<file path="src/rtl/pwm_step_gen_if.sv">
// rtl/pwm_step_gen_if.sv - config handshake bundle for pwm_step_gen
interface pwm_step_gen_if #(
  parameter int WIDTH = 8
);
  logic             cfg_valid;
  logic             cfg_ready;
  logic [WIDTH-1:0] cfg_period;
  logic [WIDTH-1:0] cfg_duty;

  modport master (
    output cfg_valid,
    output cfg_period,
    output cfg_duty,
    input  cfg_ready
  );

  modport slave (
    input  cfg_valid,
    input  cfg_period,
    input  cfg_duty,
    output cfg_ready
  );
endinterface

</file>
<file path="src/rtl/pwm_step_gen.sv">
// rtl/pwm_step_gen.sv - step-driven PWM generator with boundary-synchronous config load
module pwm_step_gen #(
  parameter int WIDTH = 8
) (
  input  logic             clk,
  input  logic             rst,
  input  logic             en,
  input  logic             tick_in,
  pwm_step_gen_if.slave    cfg,
  output logic             pwm_out,
  output logic             period_done,
  output logic [WIDTH-1:0] cnt
);

  typedef enum logic {
    ST_IDLE = 1'b0,
    ST_RUN  = 1'b1
  } state_t;

  state_t           state_q, state_d;
  logic             tick_q, tick_d;
  logic             pend_q, pend_d;
  logic [WIDTH-1:0] pend_period_q, pend_period_d;
  logic [WIDTH-1:0] pend_duty_q, pend_duty_d;
  logic [WIDTH-1:0] act_period_q, act_period_d;
  logic [WIDTH-1:0] act_duty_q, act_duty_d;
  logic [WIDTH-1:0] cnt_q, cnt_d;
  logic             period_done_q, period_done_d;

  logic step;
  logic accept;

  assign step   = tick_in & ~tick_q & en;
  assign accept = cfg.cfg_valid & ~pend_q;

  always_ff @(posedge clk or posedge rst) begin
    if (rst) begin
      state_q       <= ST_IDLE;
      tick_q        <= 1'b0;
      pend_q        <= 1'b0;
      pend_period_q <= '0;
      pend_duty_q   <= '0;
      act_period_q  <= '0;
      act_duty_q    <= '0;
      cnt_q         <= '0;
      period_done_q <= 1'b0;
    end else begin
      state_q       <= state_d;
      tick_q        <= tick_d;
      pend_q        <= pend_d;
      pend_period_q <= pend_period_d;
      pend_duty_q   <= pend_duty_d;
      act_period_q  <= act_period_d;
      act_duty_q    <= act_duty_d;
      cnt_q         <= cnt_d;
      period_done_q <= period_done_d;
    end
  end

  always_comb begin
    state_d       = state_q;
    tick_d        = tick_in;
    pend_d        = pend_q;
    pend_period_d = pend_period_q;
    pend_duty_d   = pend_duty_q;
    act_period_d  = act_period_q;
    act_duty_d    = act_duty_q;
    cnt_d         = cnt_q;
    period_done_d = 1'b0;

    case (state_q)
      ST_IDLE: begin
        cnt_d = '0;
        if (pend_q) begin
          act_period_d = pend_period_q;
          act_duty_d   = pend_duty_q;
          pend_d       = 1'b0;
          state_d      = ST_RUN;
        end
      end
      ST_RUN: begin
        if (step) begin
          if (cnt_q == act_period_q) begin
            cnt_d         = '0;
            period_done_d = 1'b1;
            if (pend_q) begin
              act_period_d = pend_period_q;
              act_duty_d   = pend_duty_q;
              pend_d       = 1'b0;
            end
          end else begin
            cnt_d = cnt_q + WIDTH'(1);
          end
        end
      end
      default: state_d = ST_IDLE;
    endcase

    // Accept only fires when no config is pending, so it never races a load.
    if (accept) begin
      pend_d        = 1'b1;
      pend_period_d = cfg.cfg_period;
      pend_duty_d   = cfg.cfg_duty;
    end
  end

  assign cfg.cfg_ready = ~pend_q;
  assign pwm_out       = (state_q == ST_RUN) && (cnt_q < act_duty_q);
  assign period_done   = period_done_q;
  assign cnt           = cnt_q;

endmodule

</file>
<file path="src/flat_wrapper.sv">
// flat-port wrapper written by rule: the top's interface ports become plain ports
module pwm_step_gen_flat 
#(
  parameter int WIDTH = 8
)
  (clk, rst, en, tick_in, pwm_out, period_done, cnt, cfg_cfg_valid, cfg_cfg_period, cfg_cfg_duty, cfg_cfg_ready);
  pwm_step_gen_if #(.WIDTH(WIDTH)) cfg_i ();
  input  logic clk;
  input  logic rst;
  input  logic en;
  input  logic tick_in;
  output logic pwm_out;
  output logic period_done;
  output logic [WIDTH-1:0] cnt;
  input wire logic [$bits(cfg_i.cfg_valid)-1:0] cfg_cfg_valid;
  input wire logic [$bits(cfg_i.cfg_period)-1:0] cfg_cfg_period;
  input wire logic [$bits(cfg_i.cfg_duty)-1:0] cfg_cfg_duty;
  output wire logic [$bits(cfg_i.cfg_ready)-1:0] cfg_cfg_ready;
  assign cfg_i.cfg_valid = cfg_cfg_valid;
  assign cfg_i.cfg_period = cfg_cfg_period;
  assign cfg_i.cfg_duty = cfg_cfg_duty;
  assign cfg_cfg_ready = cfg_i.cfg_ready;
  pwm_step_gen #(.WIDTH(WIDTH)) u_core (.clk(clk), .rst(rst), .en(en), .tick_in(tick_in), .cfg(cfg_i), .pwm_out(pwm_out), .period_done(period_done), .cnt(cnt));
endmodule
</file>
<file path="config.mk">
export PLATFORM = sky130hd
export DESIGN_NAME = pwm_step_gen_flat
export DESIGN_NICKNAME = d
export VERILOG_FILES = /design/src/rtl/pwm_step_gen_if.sv /design/src/rtl/pwm_step_gen.sv /design/src/flat_wrapper.sv
export SDC_FILE = /design/constraint.sdc
export NUM_CORES = 1
export LEC_CHECK = 0
export ABC_AREA = 1
export CELL_PAD_IN_SITES_DETAIL_PLACEMENT = 1
export CELL_PAD_IN_SITES_GLOBAL_PLACEMENT = 2
export CORE_MARGIN = 2
export CORE_UTILIZATION = 34
export CTS_BUF_LIST = sky130_fd_sc_hd__clkbuf_4 sky130_fd_sc_hd__clkbuf_8
export DETAILED_ROUTE_END_ITERATION = 16
export PLACE_DENSITY_LB_ADDON = 0.15
export SLEW_MARGIN = 20
export SYNTH_ARGS = -nofsm -noshare
export SYNTH_HDL_FRONTEND = slang
export SYNTH_SLANG_ARGS = --single-unit
</file>
<file path="constraint.sdc">
create_clock -name clk -period 1.7 [get_ports clk]
set_input_delay 0.255 -clock clk [delete_from_list [all_inputs] [get_ports clk]]
set_output_delay 0.255 -clock clk [all_outputs]
set_load 0.05 [all_outputs]
</file>
==> results.yml <==
power_and_ir_drop:
  swShare: 0.378
  total_power_mw: 4.36
  power_leakage_nw: 1.41
  clkPwrFrac: 0.158
  p_sw_mw: 1.65
  power.internal_mw: 2.71
  seq_power_share: 0.385
  power_density_nw_per_um2: 1450
  peakVddDrop_v: 0.000744
  pwr-share-comb: 0.457
setup_path:
  criticalPathCategory: "flop to output port"
  crit_path_top_delay_cell: "dfrtp_2"
  worstPathCellList: "ha_1, nand2_1, o21ai_2, a211oi_4, buf_12"
  cp-start-kind: "flop"
  crit_fanout: 2
  end_kind: "output port"
  worstRegToRegCells: 11
  cp_top_family: "flip-flops"
  reg2reg_slack_ns: -0.10
  r2r-end: "u_core.act_period_q[2]"
  required_ns: 1.44
  cp.depth: 5
  crit_path_max_incr_delay_ns: 0.43
  r2r_start: "u_core.cnt[3]"
  critPathBufInv: 1
  cp.arrival_ns: 1.62
clock_tree:
  clk_latency_ns: 0.30
  cts_max_path_buffers: 2
  cts_made_buffers: 5
  cts_tree: "yes"
  clk_pin_slew_worst_paths_ns: 0.09
  cts.sinks: 44
  root_buffer: "clkbuf_8"
  cts_max_level: 2
  cts_hold_repair.buffers: 0
drt:
  vias_per_cell: 4.80
  first_iter_violations: 26
  ant_nets: 0
  routed_wl_um: 5080
  wire_per_inst_um: 14.2
  drt_first_pass_iters: 4
  drcViolationCount: 0
  vias: 1714
layout:
  final.fill_count: 672
  drive_above_1_share: 0.365
  nets: 310
  multi_input_area_um2: 1070
  antennaDiodeCount: 0
  synthToLayoutAreaGrowth_pct: 42.1
  final-seq-area_um2: 1110
  stdcell_area_um2: 3010
placed_design:
  gp_congestion: 0.762
  io_buffers: 31
  dpl_cell_area_um2: 2660
  place_ws_ns: 0.00485
  hpwlAfterDp_um: 3300
floorplanning:
  ios: 32
  die_w_um: 82.9
  die_h_um: 82.9
  rows: 28
  core_area_um2: 5960
  start_util: 0.355
  dieArea_um2: 6870
timing:
  fmax_ghz: 0.533
  hold_viol: 0
  setup_violations: 15
  rsz0062_at_grt: "true"
  fin_crit_ns: 1.88
  setup_tns_ns: -1.01
  fin_crit_sh: 1.10
  timing.slew.headroom: 0.748
  fin_skew_ns: 0.00431
  tightest_slew_ns: 0.376
  drv_slew: 0
  finalWorstSetupSlack_ns: -0.177
min_path:
  hp-class: "input port to asynchronous set/reset pin"
status:
  violations: "negative setup slack"
  outcome: "complete, but fails checks"
synth:
  synthesis.nets: 253
  synth_cells: 224
  synth_warnings: 0
  ys_types: 24
  synthesis.area_um2: 2120
  avgSynthCellArea_um2: 9.45
  synth_seq_area_share: 0.520
  ys_ff_latch: 44
global_route:
  grt_remaining_overflow: 0
  grt_pass1_vias: 1655
  antenna_found_initial: 0
  grtUsageTotal: 0.150
  grt_max_degree: 45
  grt_pass1_wl_um: 8310
job:
  max_cap_viol_count: 0
what timing repair did:
action | CTS | global route
setup buffers | 7 | 9
endpoints found under the setup margin | 1 | 24
gates cloned | 0 | 3
pin swaps | 2 | 14
gates resized for setup | 8 | 18
registers in the layout, indices dropped and copies added, names as in the netlist:
name	flops
u_core.period_done	1
u_core.state_q	1
u_core.pend_q	1
u_core.pend_period_q	8
u_core.act_duty_q	8
u_core.tick_q	1
u_core.pend_duty_q	8
u_core.cnt	8
u_core.act_period_q	8
logic make-up after synthesis:
logic type,synth area share
buf+inv,0.0626
xor+xnor,0.0207
flops,0.520
fa+ha+maj,0.0473
compound gates,0.0319
simple gates,0.232
mux,0.0851
power groups by stage:
stage	logic (mW)	clock network [mW]	registers, mW
floorplan	1.02	0	1.78
global placement	1.64	0	1.69
detailed placement	1.66	0	1.70
CTS	1.76	0.723	1.66
global route	2.20	0.771	1.73
finish	1.99	0.688	1.68
Yosys cell counts (all sizes together):
cell type / n / area (um^2)
o21ai: 6 / 30.0
nor2: 9 / 33.8
mux2: 16 / 180
nand3: 5 / 37.5
clkbuf: 3 / 11.3
nand2: 70 / 278
dfrtp: 44 / 1100
xnor2: 4 / 35.0
nor3: 2 / 10.0
buf: 4 / 31.3
xor2: 1 / 8.76
ha: 8 / 100
a211oi: 1 / 7.51
inv: 24 / 90.1
nand3b: 1 / 7.51
nand4: 19 / 119
a21oi: 6 / 30.0
or2: 1 / 6.26
per-layer routing:
layer	track usage	vias to the layer above	wire (um)
met1	0.218	827	2560
met3	0.0348	6	155
met2	0.221	28	2310
met5	0	-	0
li1	-	853	-
met4	0.0447	0	55
cell usage in the layout (no fill, tap or decap), drive strengths merged:
cell type and count:
clkinvlp 1, nand3 7, nand2 70, clkdlybuf4s50 20
xnor2 4, a21oi 6, ha 8, clkbuf 7
nor2 9, inv 23, nor3 2, a211oi 1
dfrtp 44, clkinv 2, nand3b 1, xor2 1
nand4 19, mux2 16, buf 34, or2 1
o21ai 6
layout make-up:
cell class | instances | area share
flip-flops and latches | 44 | 0.369
multi-input cells | 151 | 0.355
repair buffers | 55 | 0.184
well taps | 75 | 0.0312
inverters | 24 | 0.0299
clock buffers | 6 | 0.0254
clock inverters | 2 | 0.00541
worst max-delay path by stage:
stage	startpoint	slack [ns]	endpoint
2_1_floorplan	u_core.cnt[3]	-0.11	pwm_out
3_3_place_gp	tick_in	-0.002	u_core.cnt[7]
3_5_place_dp	tick_in	0.005	u_core.act_period_q[2]
4_1_cts	u_core.act_duty_q[1]	-0.19	pwm_out
5_1_grt	u_core.act_duty_q[3]	-0.24	pwm_out
6_report	u_core.cnt[2]	-0.18	pwm_out
metrics by stage:
stage               hold WS, ns  std cells  utilization
floorplan                 0.286        224            -
global placement          0.456        331        0.446
detailed placement        0.459        331        0.446
CTS                       0.303        346        0.475
global route              0.304        357        0.505
finish                    0.288        357        0.505
worst register-to-register path, stage by stage (launching register included):
cell and delay, ns:
dfrtp_2 0.44, buf_4 0.14, buf_4 0.14, xnor2_2 0.11, nand2_1 0.08, nor2_1 0.13, nand2_2 0.11, nand2_4 0.16
buf_6 0.13, nand3_4 0.11, nand2_2 0.11, nand2_1 0.05
Note: power is estimated with default switching activity, not from simulation.
